File: src/rtl/lc3_controller_mc_pkg.sv
// Shared types and constants for the multicycle LC-3 controller: FSM states,
// datapath select encodings, ALU operations and opcode values.
package lc3_controller_mc_pkg;

    typedef enum logic [4:0] {
        FETCH0, FETCH1, FETCH2, DECODE,
        ALU, BR, JMP, JSR0, JSR1,
        LDADDR, LDRD, LDIND, LDRD2, LDWB,
        STADDR, STRD, STIND, STMDR, STWR,
        LEA, TRAP0, TRAP1, TRAP2, TRAP3,
        HALT
    } state_t;

    typedef enum logic [1:0] {
        PC_INC = 2'b00,
        PC_EAB = 2'b01,
        PC_BUS = 2'b10
    } selPC_t;

    typedef enum logic [1:0] {
        EAB2_ZERO  = 2'b00,
        EAB2_OFF6  = 2'b01,
        EAB2_OFF9  = 2'b10,
        EAB2_OFF11 = 2'b11
    } selEAB2_t;

    typedef enum logic [1:0] {
        ALU_ADD  = 2'b00,
        ALU_AND  = 2'b01,
        ALU_NOT  = 2'b10,
        ALU_PASS = 2'b11
    } aluControl_t;

    localparam logic [3:0] OPCODE_BR   = 4'b0000;
    localparam logic [3:0] OPCODE_ADD  = 4'b0001;
    localparam logic [3:0] OPCODE_LD   = 4'b0010;
    localparam logic [3:0] OPCODE_ST   = 4'b0011;
    localparam logic [3:0] OPCODE_JSR  = 4'b0100;
    localparam logic [3:0] OPCODE_AND  = 4'b0101;
    localparam logic [3:0] OPCODE_LDR  = 4'b0110;
    localparam logic [3:0] OPCODE_STR  = 4'b0111;
    localparam logic [3:0] OPCODE_RTI  = 4'b1000;
    localparam logic [3:0] OPCODE_NOT  = 4'b1001;
    localparam logic [3:0] OPCODE_LDI  = 4'b1010;
    localparam logic [3:0] OPCODE_STI  = 4'b1011;
    localparam logic [3:0] OPCODE_JMP  = 4'b1100;
    localparam logic [3:0] OPCODE_RES  = 4'b1101;
    localparam logic [3:0] OPCODE_LEA  = 4'b1110;
    localparam logic [3:0] OPCODE_TRAP = 4'b1111;

    // Branch condition: any requested condition code that is currently set.
    function automatic logic brTaken(input logic [2:0] nzp, input logic n,
                                     input logic z, input logic p);
        return (n & nzp[2]) | (z & nzp[1]) | (p & nzp[0]);
    endfunction

endpackage

File: src/rtl/lc3_mem_wait.sv
// Memory completion source: either the memReady handshake or a fixed-latency
// counter that runs only while the controller sits in a memory state.
module lc3_mem_wait #(
    parameter bit          USE_MEM_READY = 1'b1,
    parameter int unsigned MEM_LATENCY   = 32'd1
) (
    input  logic clk,
    input  logic reset,
    input  logic active,
    input  logic memReady,
    output logic memDone
);

    logic [3:0] waitCnt_r;
    logic       latDone_s;

    assign latDone_s = (waitCnt_r == 4'(MEM_LATENCY - 32'd1));
    assign memDone   = USE_MEM_READY ? memReady : latDone_s;

    // Wait counter: clears whenever an access finishes or no access is in progress
    always_ff @(posedge clk) begin
        if (reset) begin
            waitCnt_r <= 4'd0;
        end else if (!active || memDone) begin
            waitCnt_r <= 4'd0;
        end else begin
            waitCnt_r <= waitCnt_r + 4'd1;
        end
    end

endmodule

File: src/rtl/lc3_controller_mc.sv
// Multicycle LC-3 control FSM (all instructions but RTI). Datapath controls are
// decoded from the registered state; illegal and halted are registered flags.
module lc3_controller_mc
    import lc3_controller_mc_pkg::*;
#(
    parameter bit          USE_MEM_READY = 1'b1,
    parameter int unsigned MEM_LATENCY   = 32'd1
) (
    input  logic        clk,
    input  logic        reset,
    input  logic [15:0] ir,
    input  logic        flagN,
    input  logic        flagZ,
    input  logic        flagP,
    input  logic        memReady,
    output logic        enaMARM,
    output logic        enaPC,
    output logic        enaMDR,
    output logic        enaALU,
    output logic        selMAR,
    output logic [1:0]  selPC,
    output logic        selEAB1,
    output logic [1:0]  selEAB2,
    output logic        ldPC,
    output logic        ldMAR,
    output logic        ldMDR,
    output logic        ldIR,
    output logic        regWE,
    output logic        flagWE,
    output logic        memWE,
    output logic        memRE,
    output logic        selMDR,
    output logic [2:0]  DR,
    output logic [2:0]  SR1,
    output logic [2:0]  SR2,
    output aluControl_t aluControl,
    output logic        halted,
    output logic        illegal
);

    state_t     state_r;
    logic [3:0] opcode_s;
    logic       memActive_s;
    logic       memDone_s;
    logic       unusedIr_s;

    assign opcode_s    = ir[15:12];
    assign unusedIr_s  = ^ir[5:3];
    assign memActive_s = (state_r == FETCH1) || (state_r == LDRD) || (state_r == LDRD2) ||
                         (state_r == STRD) || (state_r == TRAP2) || (state_r == STWR);

    lc3_mem_wait #(
        .USE_MEM_READY (USE_MEM_READY),
        .MEM_LATENCY   (MEM_LATENCY)
    ) memWait (
        .clk      (clk),
        .reset    (reset),
        .active   (memActive_s),
        .memReady (memReady),
        .memDone  (memDone_s)
    );

    // State sequencing plus the sticky illegal/halted flags
    always_ff @(posedge clk) begin
        if (reset) begin
            state_r <= FETCH0;
            illegal <= 1'b0;
            halted  <= 1'b0;
        end else begin
            case (state_r)
                FETCH0: state_r <= FETCH1;
                FETCH1: if (memDone_s) state_r <= FETCH2;
                FETCH2: state_r <= DECODE;
                DECODE: begin
                    case (opcode_s)
                        OPCODE_ADD, OPCODE_AND, OPCODE_NOT:  state_r <= ALU;
                        OPCODE_BR:                           state_r <= BR;
                        OPCODE_JMP:                          state_r <= JMP;
                        OPCODE_JSR:                          state_r <= JSR0;
                        OPCODE_LD, OPCODE_LDR, OPCODE_LDI:   state_r <= LDADDR;
                        OPCODE_ST, OPCODE_STR, OPCODE_STI:   state_r <= STADDR;
                        OPCODE_LEA:                          state_r <= LEA;
                        OPCODE_TRAP:                         state_r <= TRAP0;
                        default: begin
                            state_r <= HALT;
                            illegal <= 1'b1;
                            halted  <= 1'b1;
                        end
                    endcase
                end
                JSR0:   state_r <= JSR1;
                LDADDR: state_r <= LDRD;
                LDRD:   if (memDone_s) state_r <= (opcode_s == OPCODE_LDI) ? LDIND : LDWB;
                LDIND:  state_r <= LDRD2;
                LDRD2:  if (memDone_s) state_r <= LDWB;
                STADDR: state_r <= (opcode_s == OPCODE_STI) ? STRD : STMDR;
                STRD:   if (memDone_s) state_r <= STIND;
                STIND:  state_r <= STMDR;
                STMDR:  state_r <= STWR;
                STWR:   if (memDone_s) state_r <= FETCH0;
                TRAP0:  state_r <= TRAP1;
                TRAP1:  state_r <= TRAP2;
                TRAP2:  if (memDone_s) state_r <= TRAP3;
                HALT: begin
                    state_r <= HALT;
                    halted  <= 1'b1;
                end
                default: state_r <= FETCH0;
            endcase
        end
    end

    // Datapath control decode from the current state
    always_comb begin
        enaMARM    = 1'b0;
        enaPC      = 1'b0;
        enaMDR     = 1'b0;
        enaALU     = 1'b0;
        selMAR     = 1'b0;
        selPC      = PC_INC;
        selEAB1    = 1'b0;
        selEAB2    = EAB2_ZERO;
        ldPC       = 1'b0;
        ldMAR      = 1'b0;
        ldMDR      = 1'b0;
        ldIR       = 1'b0;
        regWE      = 1'b0;
        flagWE     = 1'b0;
        memWE      = 1'b0;
        memRE      = 1'b0;
        selMDR     = 1'b0;
        DR         = ir[11:9];
        SR1        = 3'd0;
        SR2        = ir[2:0];
        aluControl = ALU_PASS;
        case (state_r)
            FETCH0: begin
                enaPC = 1'b1;
                ldMAR = 1'b1;
            end
            FETCH1: begin
                memRE  = 1'b1;
                selMDR = 1'b1;
                ldMDR  = memDone_s;
                ldPC   = memDone_s;
            end
            FETCH2: begin
                enaMDR = 1'b1;
                ldIR   = 1'b1;
            end
            ALU: begin
                regWE  = 1'b1;
                enaALU = 1'b1;
                flagWE = 1'b1;
                SR1    = ir[8:6];
                case (opcode_s)
                    OPCODE_ADD: aluControl = ALU_ADD;
                    OPCODE_AND: aluControl = ALU_AND;
                    default:    aluControl = ALU_NOT;
                endcase
            end
            BR: begin
                if (brTaken(ir[11:9], flagN, flagZ, flagP)) begin
                    ldPC    = 1'b1;
                    selPC   = PC_EAB;
                    selEAB2 = EAB2_OFF9;
                end else begin
                    ldPC    = 1'b0;
                end
            end
            JMP: begin
                ldPC    = 1'b1;
                selPC   = PC_EAB;
                selEAB1 = 1'b1;
                SR1     = ir[8:6];
            end
            JSR0, TRAP0: begin
                DR    = 3'd7;
                regWE = 1'b1;
                enaPC = 1'b1;
            end
            JSR1: begin
                ldPC  = 1'b1;
                selPC = PC_EAB;
                if (ir[11]) begin
                    selEAB2 = EAB2_OFF11;
                end else begin
                    selEAB1 = 1'b1;
                    SR1     = ir[8:6];
                end
            end
            LDADDR, STADDR: begin
                ldMAR   = 1'b1;
                enaMARM = 1'b1;
                if ((opcode_s == OPCODE_LDR) || (opcode_s == OPCODE_STR)) begin
                    selEAB1 = 1'b1;
                    selEAB2 = EAB2_OFF6;
                    SR1     = ir[8:6];
                end else begin
                    selEAB2 = EAB2_OFF9;
                end
            end
            LDRD, LDRD2, STRD, TRAP2: begin
                memRE  = 1'b1;
                selMDR = 1'b1;
                ldMDR  = memDone_s;
            end
            LDIND, STIND: begin
                ldMAR  = 1'b1;
                enaMDR = 1'b1;
            end
            LDWB: begin
                regWE  = 1'b1;
                enaMDR = 1'b1;
                flagWE = 1'b1;
            end
            STMDR: begin
                ldMDR  = 1'b1;
                enaALU = 1'b1;
                SR1    = ir[11:9];
            end
            STWR: memWE = 1'b1;
            LEA: begin
                regWE   = 1'b1;
                enaMARM = 1'b1;
                selEAB2 = EAB2_OFF9;
            end
            TRAP1: begin
                ldMAR   = 1'b1;
                enaMARM = 1'b1;
                selMAR  = 1'b1;
            end
            TRAP3: begin
                ldPC   = 1'b1;
                selPC  = PC_BUS;
                enaMDR = 1'b1;
            end
            default: begin
            end
        endcase
    end

endmodule

File: config.mk
export PLATFORM = sky130hd
export DESIGN_NAME = lc3_controller_mc
export DESIGN_NICKNAME = d
export VERILOG_FILES = /design/src/rtl/lc3_controller_mc_pkg.sv /design/src/rtl/lc3_mem_wait.sv /design/src/rtl/lc3_controller_mc.sv
export SDC_FILE = /design/constraint.sdc
export NUM_CORES = 1
export LEC_CHECK = 0
export CAP_MARGIN = 25
export CORE_ASPECT_RATIO = 2
export CORE_MARGIN = 3
export CORE_UTILIZATION = 30
export DETAILED_ROUTE_END_ITERATION = 10
export RECOVER_POWER = 25
export SETUP_SLACK_MARGIN = 0.05
export SLEW_MARGIN = 20
export SYNTH_ARGS = -nofsm -noshare
export SYNTH_HDL_FRONTEND = slang
export SYNTH_SLANG_ARGS = --single-unit
File: constraint.sdc
create_clock -name clk -period 5.8 [get_ports clk]
set_input_delay 1.16 -clock clk [delete_from_list [all_inputs] [get_ports clk]]
set_output_delay 1.16 -clock clk [all_outputs]
set_load 0.02 [all_outputs]
======== Yosys cells after proc, flatten, opt, wreduce, memory -nomap -nowiden ========
Cells that the tools add are included.
storage, ports and cells
  word-level logic and storage cells ...... 118
  input bits .............................. 22
  bits in registers ....................... 7
  output and inout port bits .............. 32
operators by class
  muxes and demuxes ....................... 41
  bitwise operators ....................... 6
  equality and inequality tests ........... 44
  reductions and logical operators ........ 24
operators by type and width
  operator                                                         number
  5-bit one-hot mux with 18 select lines                           1
  5-bit == test, second input constant                             9
  5-bit by 4-bit == test with 1-bit output, second input constant  8
  5-bit one-hot mux with 8 select lines                            1
  5-bit two-way mux                                                7
  4-bit == test, second input constant                             6
  5-bit by 3-bit == test with 1-bit output, second input constant  4
  4-bit by 3-bit == test with 1-bit output, second input constant  4
  1-bit two-way mux                                                16
  3-bit OR reduction                                               5
  5-bit OR reduction                                               3
  2-bit != test, second input constant                             7
  14-bit OR reduction                                              1
  3-bit two-way mux                                                4
  3-bit one-hot mux with 4 select lines                            1
  2-bit OR reduction                                               6
  5-bit by 2-bit == test with 1-bit output, second input constant  2
  4-bit by 2-bit == test with 1-bit output, second input constant  2
  2-bit two-way mux                                                4
  2-bit one-hot mux with 4 select lines                            1
  1-bit one-hot mux with 3 select lines                            2
  2-bit one-hot mux with 3 select lines                            1
  6-bit AND reduction                                              1
  6-bit OR reduction                                               1
  13 further kinds                                                 18

======== Logic depth before layout (Yosys ltp) ========
  depth in word-level cells ............... 5
  depth in mapped cells ................... 7
  depth with buffers taken out ............ 4

======== Modules after synthesis ========
Synthesis repeated with hierarchy kept, for this count alone.
second synthesis, totals
  cells, all modules ...................... 214
  area total of the unflattened synthesis .. 1417.6 µm²
by module, submodules not included
  module             area an instance (µm²)  seq. area each (µm²)  cells each  times used
  lc3_controller_mc  1410.1                  140.1                 213         1
  lc3_mem_wait       7.5                     0.0                   1           1

======== Worst setup path after synthesis ========
OpenSTA, ideal clock, no wires.
  path kind ............................... input port to output port
  from .................................... input port ir[13]
  to ...................................... output port SR1[0]
  data required time ...................... 4640 ps
  data arrival time ....................... 2260 ps
  stages on the path ...................... 5
  setup slack ............................. 2380 ps
  buffers on the path ..................... 1
  path through ............................ clkbuf_1 > nor2b_1 > o2111ai_1 > o311ai_0 > a22o_1
on the way
  word-level cells in the longest chain between the ends .. 4
  elaborated cells between the ends (all ways) .. 5
  classes of those cells .................. eq/ne (2); mux (2); reduce/logical (1)
RTL lines
  item                                       line                      RTL
  start, declared                            lc3_controller_mc.sv:11   input logic [15:0] ir,
  4-bit by 3-bit == test with 1-bit output   lc3_controller_mc.sv:195  if ((opcode_s == OPCODE_LDR) || (opcode_s == OPCODE_STR)) begin
  1-bit logical OR (*)                       lc3_controller_mc.sv:195
  3-bit two-way mux (*)                      lc3_controller_mc.sv:195
  3-bit one-hot mux with 4 select lines (*)  lc3_controller_mc.sv:136  case (state_r)
  end, declared                              lc3_controller_mc.sv:34   output logic [2:0] SR1,
Mark *: on every way between the ends. The rest lies on a longest branch, timed or not.

======== Final worst setup path ========
  from .................................... input port ir[11]
  to ...................................... output port SR1[2]
on the way
  word-level cells in the longest chain between the ends .. 2
RTL lines
  item                                       line                      RTL
  3-bit two-way mux                          lc3_controller_mc.sv:185  if (ir[11]) begin
  3-bit one-hot mux with 4 select lines (*)  lc3_controller_mc.sv:136
Marks and branches as above.

==> results.py <==
metrics = {
    "run_status": {
        "status": "finished, final reports clean",
    },
    "route": {
        "drt.antenna.violating_nets": 0,
        "wl_per_cell_um": 17.1,
        "post-route-drc-count": 0,
        "wl_mm": 5.19,
        "viasPerCell": 6.07,
        "detail_route.first_pass.iterations": 4,
        "vias": 1840,
        "drt_iter0_markers": 72,
    },
    "clocking": {
        "cts_hold_buf": 0,
        "cts.clk_slew.worst_paths_ps": 40,
        "postCtsSetupBuffers": 0,
        "numCtsBuffers": 3,
        "cts_htree_levels": 1,
        "clock_latency_ps": 220,
        "clk_path_buf_depth": 2,
        "cts_resized": 0,
        "cts_tree": "built",
        "cts.sink_count": 7,
        "cts_root_buf": "clkbuf_8",
    },
    "grt": {
        "antenna_found_initial": 0,
        "overflow": 0,
        "grt_pass1_wl_mm": 8.51,
        "first_global_vias": 1721,
        "grt_start_max_net_pins": 32,
        "grt_use_total_pct": 17.3,
    },
    "sta": {
        "slew_headroom_pct": 44.3,
        "period_needed_ps": 4570,
        "skew_ps": 1.56,
        "setup_viol": 0,
        "hold_viol_final": 0,
        "worstMarginPinSlew_ps": 834,
        "slew_viol_final": 0,
        "final.setup.tns_ps": 0,
        "rsz0062_at_grt": "no",
        "fin_hold_ws_ps": 445,
        "fmax_mhz": 219,
        "fin_crit_sh_pct": 78.7,
    },
    "synthesis": {
        "synth_fp_nets": 245,
        "syn-mean-instance-area_um2": 6.67,
        "muxShareOfSynthArea_pct": 1.35,
        "synth-xor-area-share_pct": 2.36,
        "synthTopCellsByCount": "18 x nor2_1, 16 x clkbuf_1, 15 x nand2b_1, 13 x a21oi_1",
        "yosys.area.top_type": "dfxtp_1",
        "synth.most_common_cell": "nor2_1",
        "ys_async_sr_fraction_pct": 0,
        "synth_edf_count": 0,
        "synth-adder-area-share_pct": 0,
        "synth_area_leaders": "dfxtp_1 9.4%, nand2b_1 6.3%, nor2b_1 5.1%",
        "seq_area_frac_synth_pct": 9.43,
        "ys.flop_type": "dfxtp_1",
        "synth_cell_types": 57,
        "ys_ff_latch": 7,
        "synth_compound_area_share_pct": 35.5,
        "yosys_warnings": 0,
        "synth_top_family_by_area": "simple AND/OR/NAND/NOR gates",
        "syn_area_um2": 1490,
        "syn_inst": 223,
        "synth_top_area_share_pct": 9.43,
        "synth-simple-area-share_pct": 41.1,
    },
    "floorplan": {
        "core_area_um2": 4690,
        "dieArea_um2": 5890,
        "rows": 35,
        "start_util_pct": 31.7,
        "num_io_pins": 54,
        "die_h_um": 106,
        "dieWidth_um": 55.8,
    },
    "pwr": {
        "power_leakage_nw": 0.669,
        "power.switching_mw": 0.303,
        "total_power_mw": 0.590,
        "p_int_mw": 0.288,
        "clockPowerShare_pct": 11.2,
        "switching_share_pct": 51.3,
        "combPwrFrac_pct": 72.0,
        "seqPwrFrac_pct": 16.8,
        "power.density_nw_per_um2": 302,
        "peakVddDrop_mv": 0.146,
    },
    "finish": {
        "final-seq-area_um2": 140,
        "drive_gt1_share_pct": 6.45,
        "finalNetCount": 271,
        "multi_input_area_um2": 1190,
        "area_delta_synth_final_pct": 31.6,
        "diodes": 0,
        "filler_cell_count": 498,
    },
    "worst_setup_path": {
        "crit_top_cell": "clkdlybuf4s50_1",
        "crit_type": "in -> out",
        "worst_path_max_delay_cell": "clkdlybuf4s50_1",
        "start_kind": "input port",
        "end_kind": "output port",
        "slowest_delay_ps": 600,
        "crit_family": "buffers and inverters",
        "path_depth": 6,
        "reg2regPathDepth": 5,
        "worstPathMaxFanout": 5,
        "cp_num_buf_inv": 2,
        "arrival_ps": 3410,
        "path_cells": "clkdlybuf4s50_1 -> nor4b_1 -> a21oi_1 -> o311ai_0 -> a22o_1 -> clkdlybuf4s50_1",
        "critical_path_required_ps": 4640,
    },
    "placed_design": {
        "gp_congestion": 0.878,
        "place.port_buffers": 44,
        "place_hpwl_mm": 3.95,
    },
    "worst_hold_path": {
        "min_path_type": "reg -> reg",
        "min_path_cells": 2,
    },
    "job": {
        "drv_cap": 0,
    },
}
## path summary, 6_finish.rpt
check	start	endpoint	slack, ps
hold / removal	illegal	illegal	440
hold reg to reg	illegal	illegal	440
setup reg to reg	state_r[1]	state_r[4]	3210
setup / recovery	ir[11]	SR1[2]	1230
## layer usage
metal	GRT usage (%)	part of all wire, %
met1	19.4	37
met2	31.5	53
met5	0	0
met3	2.21	5.4
met4	7.83	4.1
## power groups by stage
| stage | combinational (mW) | sequential, mW | clock [mW] |
|---|---|---|---|
| 6_report | 0.425 | 0.0990 | 0.0664 |
| 5_1_grt | 0.461 | 0.103 | 0.0729 |
| 4_1_cts | 0.425 | 0.0984 | 0.0690 |
| 3_5_place_dp | 0.424 | 0.0986 | 0 |
| 3_3_place_gp | 0.423 | 0.0983 | 0 |
| 2_1_floorplan | 0.321 | 0.0639 | 0 |
## tightest hold or removal path: cells and delay by family, from the launching register on
kind	cells	cell delay (ps)
flops	1	300
compound gates	1	50
buf+inv	1	50
## per-stage QoR
stage	std cells	instance area [µm²]	util (%)	setup WS, ps
after floorplan	223	1490	-	2380
after global routing	303	1960	41.7	971
final	303	1960	41.7	1230
after detailed placement	299	1910	40.8	1250
after CTS	303	1960	41.7	1240
after global placement	299	1910	40.8	1290
## logic make-up (layout without fill, tap and decap cells)
| kind of cell | after synthesis | count (layout) |
|---|---|---|
| muxes | 2 | 2 |
| xor gates and xnor gates | 4 | 4 |
| DFF | 7 | 7 |
| buffers and inverters | 34 | 59 |
| AOI/OAI and AO/OA | 72 | 72 |
| and+or+nand+nor | 104 | 104 |
## cell usage in the layout (no fill, tap or decap), drive strengths merged, types with 5 or more instances in the layout
| master | instances |
|---|---|
| a21oi | 13 |
| nand2 | 12 |
| buf | 7 |
| nor2b | 12 |
| o21ai | 8 |
| nand3 | 7 |
| clkdlybuf4s50 | 40 |
| nand2b | 15 |
| a31oi | 5 |
| dfxtp | 7 |
| a22o | 6 |
| o211ai | 5 |
| nor3 | 9 |
| nor2 | 18 |
## layout make-up
type,instances,area share (%)
Clock buffer,4,2.30
Inverter,4,0.768
Multi-Input combinational cell,182,61.0
Sequential cell,7,7.17
Tap cell,55,3.52
Timing Repair Buffer,51,25.2
## flip-flops by register name, summed over array words and instances, names as in the netlist
| signal | cells |
|---|---|
| halted | 1 |
| illegal | 1 |
| state_r | 5 |
Power figures use the tool's default switching activity.
==> RTL edit 1, RTL diff (same settings) <==
`USE_MEM_READY` is set to 1'b1 in 2 places; all go to 1'b0.
--- a/src/rtl/lc3_mem_wait.sv
+++ b/src/rtl/lc3_mem_wait.sv
@@ -1,7 +1,7 @@
 // Memory completion source: either the memReady handshake or a fixed-latency
 // counter that runs only while the controller sits in a memory state.
 module lc3_mem_wait #(
-    parameter bit          USE_MEM_READY = 1'b1,
+    parameter bit          USE_MEM_READY = 1'b0,
     parameter int unsigned MEM_LATENCY   = 32'd1
 ) (
     input  logic clk,
--- a/src/rtl/lc3_controller_mc.sv
+++ b/src/rtl/lc3_controller_mc.sv
@@ -3,7 +3,7 @@
 module lc3_controller_mc
     import lc3_controller_mc_pkg::*;
 #(
-    parameter bit          USE_MEM_READY = 1'b1,
+    parameter bit          USE_MEM_READY = 1'b0,
     parameter int unsigned MEM_LATENCY   = 32'd1
 ) (
     input  logic        clk,
Formal check against the unedited RTL: not equivalent (Yosys sat finds a counterexample within 4 cycles, from zero or initial values and one cycle with reset high).
==> RTL edit 1 against the unedited design <==
  * Via count shrank 11%
  * Die area is 0.16% lower
  * Non-clock buffer count down 3
  * Final area shrank 0.83%
  * Sequential cell count grew 4
  * Routed wire length is 9.7% lower
  * Total power rose by 4.2%
  * Sequential share of layout area increased by 4.2 points
  * Cell count decreased by 2.3%
  * Setup slack gained 0.21 ns
  * Count of clock-buffer cells in the layout unchanged
  * Sequential power down 12%
  * Synthesized area is 0.17% lower
  * Critical path type unchanged
  * Largest power group unchanged
==> RTL edit 1: results (changes against the unedited design) <==
[outcome]
outcome = finished clean

[yosys]
ys_types = 63  ; +11%
ys_seq_area_share_pct = 14.8  ; +5.4 points
synth-compound-area-share_pct = 31.1  ; -4.4 points
synth_edf_count = 0  ; unchanged
post_synth_mux_area_share_pct = 0.675  ; -0.67 points
syn_nets = 234  ; -4.5%
synth.area.top_cells = dfxtp_1 (15%), nor2_1 (7.1%), buf_4 (4.6%), nand2b_1 (4.2%), a22o_1 (4.1%)
synth_commonest_cells = nor2_1 (28), nand2_1 (16), o21ai_0 (12)
synthAdderAreaFrac_pct = 1.69  ; +1.7 points
synthFlopType = dfxtp_1
ys_warn_count = 0  ; unchanged
synth-xor-area-share_pct = 4.13  ; +1.8 points
async_reset_ff_share_pct = 0  ; unchanged

[detailed_routing]
first_iter_violations = 50  ; -31%
drc_errors = 0  ; unchanged
vias_per_cell = 5.54  ; -8.7%
dr.pass1.iters = 5  ; +1
routed_wl_microns = 4680  ; -9.7%

[timing]
clock_skew_ns = 0.00241  ; +0.000852 ns
slew_headroom_pct = 53.5  ; +9.2 points

[critical_path]
r2r-start = state_r[0]
r2r_setup_slack_ns = 3.98  ; +0.77 ns
reg2regPathDepth = 6  ; +1
critical_path.startpoint = ir[11]
crit_fanout = 4  ; -1
r2r-end = state_r[3]
crit_arrival_ns = 3.20  ; -0.21 ns
endpoint = ldPC

[cts]
path_clk_slew_ns = 0.05
numCtsBuffers = 3  ; unchanged
cts.path.max_buffers = 2  ; unchanged
insertion_delay_ns = 0.24  ; +0.02 ns
cts_max_level = 1  ; unchanged

[grt]
grt_pass1_wl_microns = 7620  ; -10%
antenna_found_initial = 0  ; unchanged
grt_start_max_net_pins = 35  ; +9.4%
grt_pass1_vias = 1610  ; -6.4%
grt.total_usage_pct = 15.7  ; -1.7 points

[pwr]
peakVddDrop_v = 0.000254  ; +74%
leakagePower_nw = 0.689  ; +3.0%

[place]
detailed_place_hpwl_microns = 3540  ; -10%
place.gp.congestion = 0.837  ; -4.6%
placement.io_buffers = 43  ; -2.3%

[final_layout]
final_nets = 266  ; -1.8%
drive_above_1_share_pct = 8.30  ; +1.8 points
antenna_cells = 0  ; unchanged
top_regs = state_r: 5 flops, memWait.waitCnt_r: 4 flops

==> RTL edit 1: how the worst min path moves through the flow <==
stage,start,slack (ns),cells past startpoint,to
after floorplan,memWait.waitCnt_r[0],0.43,1,memWait.waitCnt_r[0]
after global placement,memWait.waitCnt_r[0],0.45,1,memWait.waitCnt_r[0]
after detailed placement,memWait.waitCnt_r[0],0.46,1,memWait.waitCnt_r[0]
after CTS,memWait.waitCnt_r[0],0.47,1,memWait.waitCnt_r[0]
after global routing,illegal,0.50,2,illegal
final,memWait.waitCnt_r[0],0.47,1,memWait.waitCnt_r[0]
==> RTL edit 1: final cells by class <==
cell class	instances	area, sq um
fill	498	2750
timing repair buffer	48	468
tap	55	68.8
clock buffer	4	45.0
multi-input combinational	172	1110
inverter	6	22.5
sequential	11	220
==> RTL edit 1: kinds of logic after synthesis <==
group / after synthesis
buffers and inverters: 27
flip-flops: 11
AO/OA/AOI/OAI: 63
multiplexers: 1
AND/OR/NAND/NOR: 99
adder cells (fa/ha/maj): 2
XOR/XNOR: 7
==> RTL edit 1: per-layer routing <==
layer,vias up,wire [microns],GRT usage (%)
met5,-,0,0
met4,0,148,6.26
met3,12,113,1.35
met2,42,2550,30.3
met1,755,1870,16.8
li1,832,-,-
==> RTL edit 1: through the flow <==
stage | utilization (%) | instance area, sq um | cells | hold WS, ns | setup WS (ns)
2_1_floorplan | - | 1480 | 210 | 0.430 | 2.64
3_3_place_gp | 40.4 | 1890 | 292 | 0.450 | 1.48
3_5_place_dp | 40.4 | 1890 | 292 | 0.458 | 1.47
4_1_cts | 41.4 | 1940 | 296 | 0.469 | 1.46
5_1_grt | 41.4 | 1940 | 296 | 0.495 | 1.29
6_report | 41.4 | 1940 | 296 | 0.471 | 1.44
==> RTL edit 1: report_power, final <==
group | switching (mW) | internal (mW)
combinational | 0.261 | 0.191
sequential | 0.00227 | 0.0852
clock | 0.0275 | 0.0481
==> RTL edit 1: critical path, cell delays in order <==
cell and delay (ns):
clkdlybuf4s50_1 0.50, a222oi_1 0.41, nand3b_1 0.16, a21oi_1 0.07
a21oi_1 0.20, o22ai_1 0.13, clkdlybuf4s50_1 0.56
==> RTL edit 2, RTL diff (same flow settings) <==
Made on the original files. Reset style: asynchronous (`reset`), changed in 2 clocked blocks.
--- a/src/rtl/lc3_mem_wait.sv
+++ b/src/rtl/lc3_mem_wait.sv
@@ -18,7 +18,7 @@
     assign memDone   = USE_MEM_READY ? memReady : latDone_s;
 
     // Wait counter: clears whenever an access finishes or no access is in progress
-    always_ff @(posedge clk) begin
+    always_ff @(posedge clk or posedge reset) begin
         if (reset) begin
             waitCnt_r <= 4'd0;
         end else if (!active || memDone) begin
--- a/src/rtl/lc3_controller_mc.sv
+++ b/src/rtl/lc3_controller_mc.sv
@@ -61,7 +61,7 @@
     );
 
     // State sequencing plus the sticky illegal/halted flags
-    always_ff @(posedge clk) begin
+    always_ff @(posedge clk or posedge reset) begin
         if (reset) begin
             state_r <= FETCH0;
             illegal <= 1'b0;
Behaviour: differs if reset is asserted again (counterexample within 4 cycles, from zero or initial values and one cycle with reset high); with reset held inactive, the same outputs for 10 cycles.
==> RTL edit 2 against the unedited design <==
  * Setup slack improved by 0.012 ns
  * Final area is 7.1% lower
  * Sequential cell count did not move
  * Total power rose by 53%
  * Non-clock buffer count fell by 3
  * Routed wire length down 5.4%
  * Cell count shrank 5.3%
  * Synthesized area is 6.9% lower
  * Critical path type unchanged
==> RTL edit 2: results (changes against the unedited design) <==
[pwr]
power.density_nw_per_um2 = 498  ; +65%
peakVddDrop_v = 0.000260  ; +79%
comb_cell_power_mw = 0.691  ; +63%
p_sw_mw = 0.481  ; +59%
p_int_mw = 0.424  ; +48%
power.clock.total_mw = 0.0670  ; +0.9%
leakagePower_nw = 0.680  ; +1.8%

[grt]
grt_start_max_net_pins = 29  ; -9.4%
antenna_found_initial = 0  ; unchanged
grt_pass1_vias = 1608  ; -6.6%
met1_usage_pct = 23.9  ; +4.4 points
grt_pass1_wl_microns = 8010  ; -5.8%
grt.total_usage_pct = 18.8  ; +1.5 points
grt.met3_usage_pct = 1.17  ; -1.0 points
grt_use_met2_pct = 31.2  ; -0.31 points

[critical_path]
crit_slowest_cell = a222oi_1
max_stage_delay_ns = 0.57  ; -0.03 ns
crit_fanout = 7  ; +2
r2r_setup_slack_ns = 3.53  ; +0.32 ns
crit_arrival_ns = 3.39  ; -0.02 ns
crit_family = compound AO/OA/AOI/OAI gates

[timing]
hold-worst-slack_ns = 0.457  ; +0.0120 ns
tightest_slew_ns = 0.864  ; +0.0301 ns
setup_ws_ns = 1.25  ; +0.0116 ns
clock_skew_ns = 0.00162  ; +0.0000538 ns

[detailed_routing]
drt-met1-wl_microns = 1880  ; -3.1%
wl_met3_microns = 282  ; +0.36%
first_iter_violations = 64  ; -11%
vias = 1697  ; -7.8%
routed_wl_microns = 4910  ; -5.4%
met2_length_microns = 2550  ; -7.3%
top_layer_used = met4

[outcome]
outcome = finished clean

[yosys]
ys_types = 59  ; +3.5%
synth.area.top_cells = dfrtp_1 (13%), nand2_1 (6.0%), nor2_1 (5.7%), a22o_1 (5.1%), a21oi_1 (4.3%)
netlist_instances = 205  ; -8.1%
syn_nets = 227  ; -7.3%
ys_seq_area_share_pct = 12.7  ; +3.2 points
async_reset_ff_share_pct = 100  ; +100 points
ys_warn_count = 0  ; unchanged
synth_commonest_cells = nand2_1 (22), nor2_1 (21), a21oi_1 (12), nand3_1 (12), o21ai_0 (12)
synthFlopType = dfrtp_1

[cts]
numCtsBuffers = 3  ; unchanged
cts.path.max_buffers = 2  ; unchanged
path_clk_slew_ns = 0.04  ; about the same
insertion_delay_ns = 0.22  ; about the same
root_buffer = clkbuf_8
post_cts.repair.setup_buffers = 0  ; unchanged
cts_max_level = 1  ; unchanged

[final_layout]
top_regs = state_r: 5 flops, halted: 1 flops, illegal: 1 flops
final_nets = 256  ; -5.5%
drive_above_1_share_pct = 7.73  ; +1.3 points
n_fill_cell = 465  ; -6.6%
antenna_cells = 0  ; unchanged
final_cells = 287  ; -5.3%

[place]
place.gp.congestion = 0.923  ; +5.1%
detailed_place_hpwl_microns = 3730  ; -5.6%
placed_cells = 283  ; -5.4%

[min_path]
hp-class = reg -> reg

## RTL edit 2: cell count changes after synthesis, moves of 5 or more
cell      delta
nor3_1       -6
dfrtp_1      +7
nand2b_1     -9
dfxtp_1      -7
nor2b_1      -8
nand3_1      +5
nand2_1     +10
clkbuf_1    -14
## RTL edit 2: kinds of logic after synthesis
family	count (synthesis)	share of synthesized area, %
compound gates	73	38.2
xor+xnor	4	2.53
buf+inv	31	12.7
flops	7	12.7
mux	1	0.723
simple gates	89	33.1
## RTL edit 2: final timing paths
check                            from          to  cells past startpoint
setup / recovery               ir[11]        ldPC                      7
hold / removal                illegal     illegal                      1
setup reg to reg           state_r[1]  state_r[4]                      5
hold reg to reg               illegal     illegal                      1
max in group asynchronous       reset  state_r[0]                      2
min in group asynchronous       reset  state_r[3]                      2
## RTL edit 2: cell type report
cell class / instances / share of cell area (%)
flip-flops and latches: 7 / 9.64
multi-input cells: 167 / 56.8
clock buffers: 4 / 2.48
well taps: 54 / 3.72
repair buffers: 48 / 25.9
inverters: 7 / 1.45
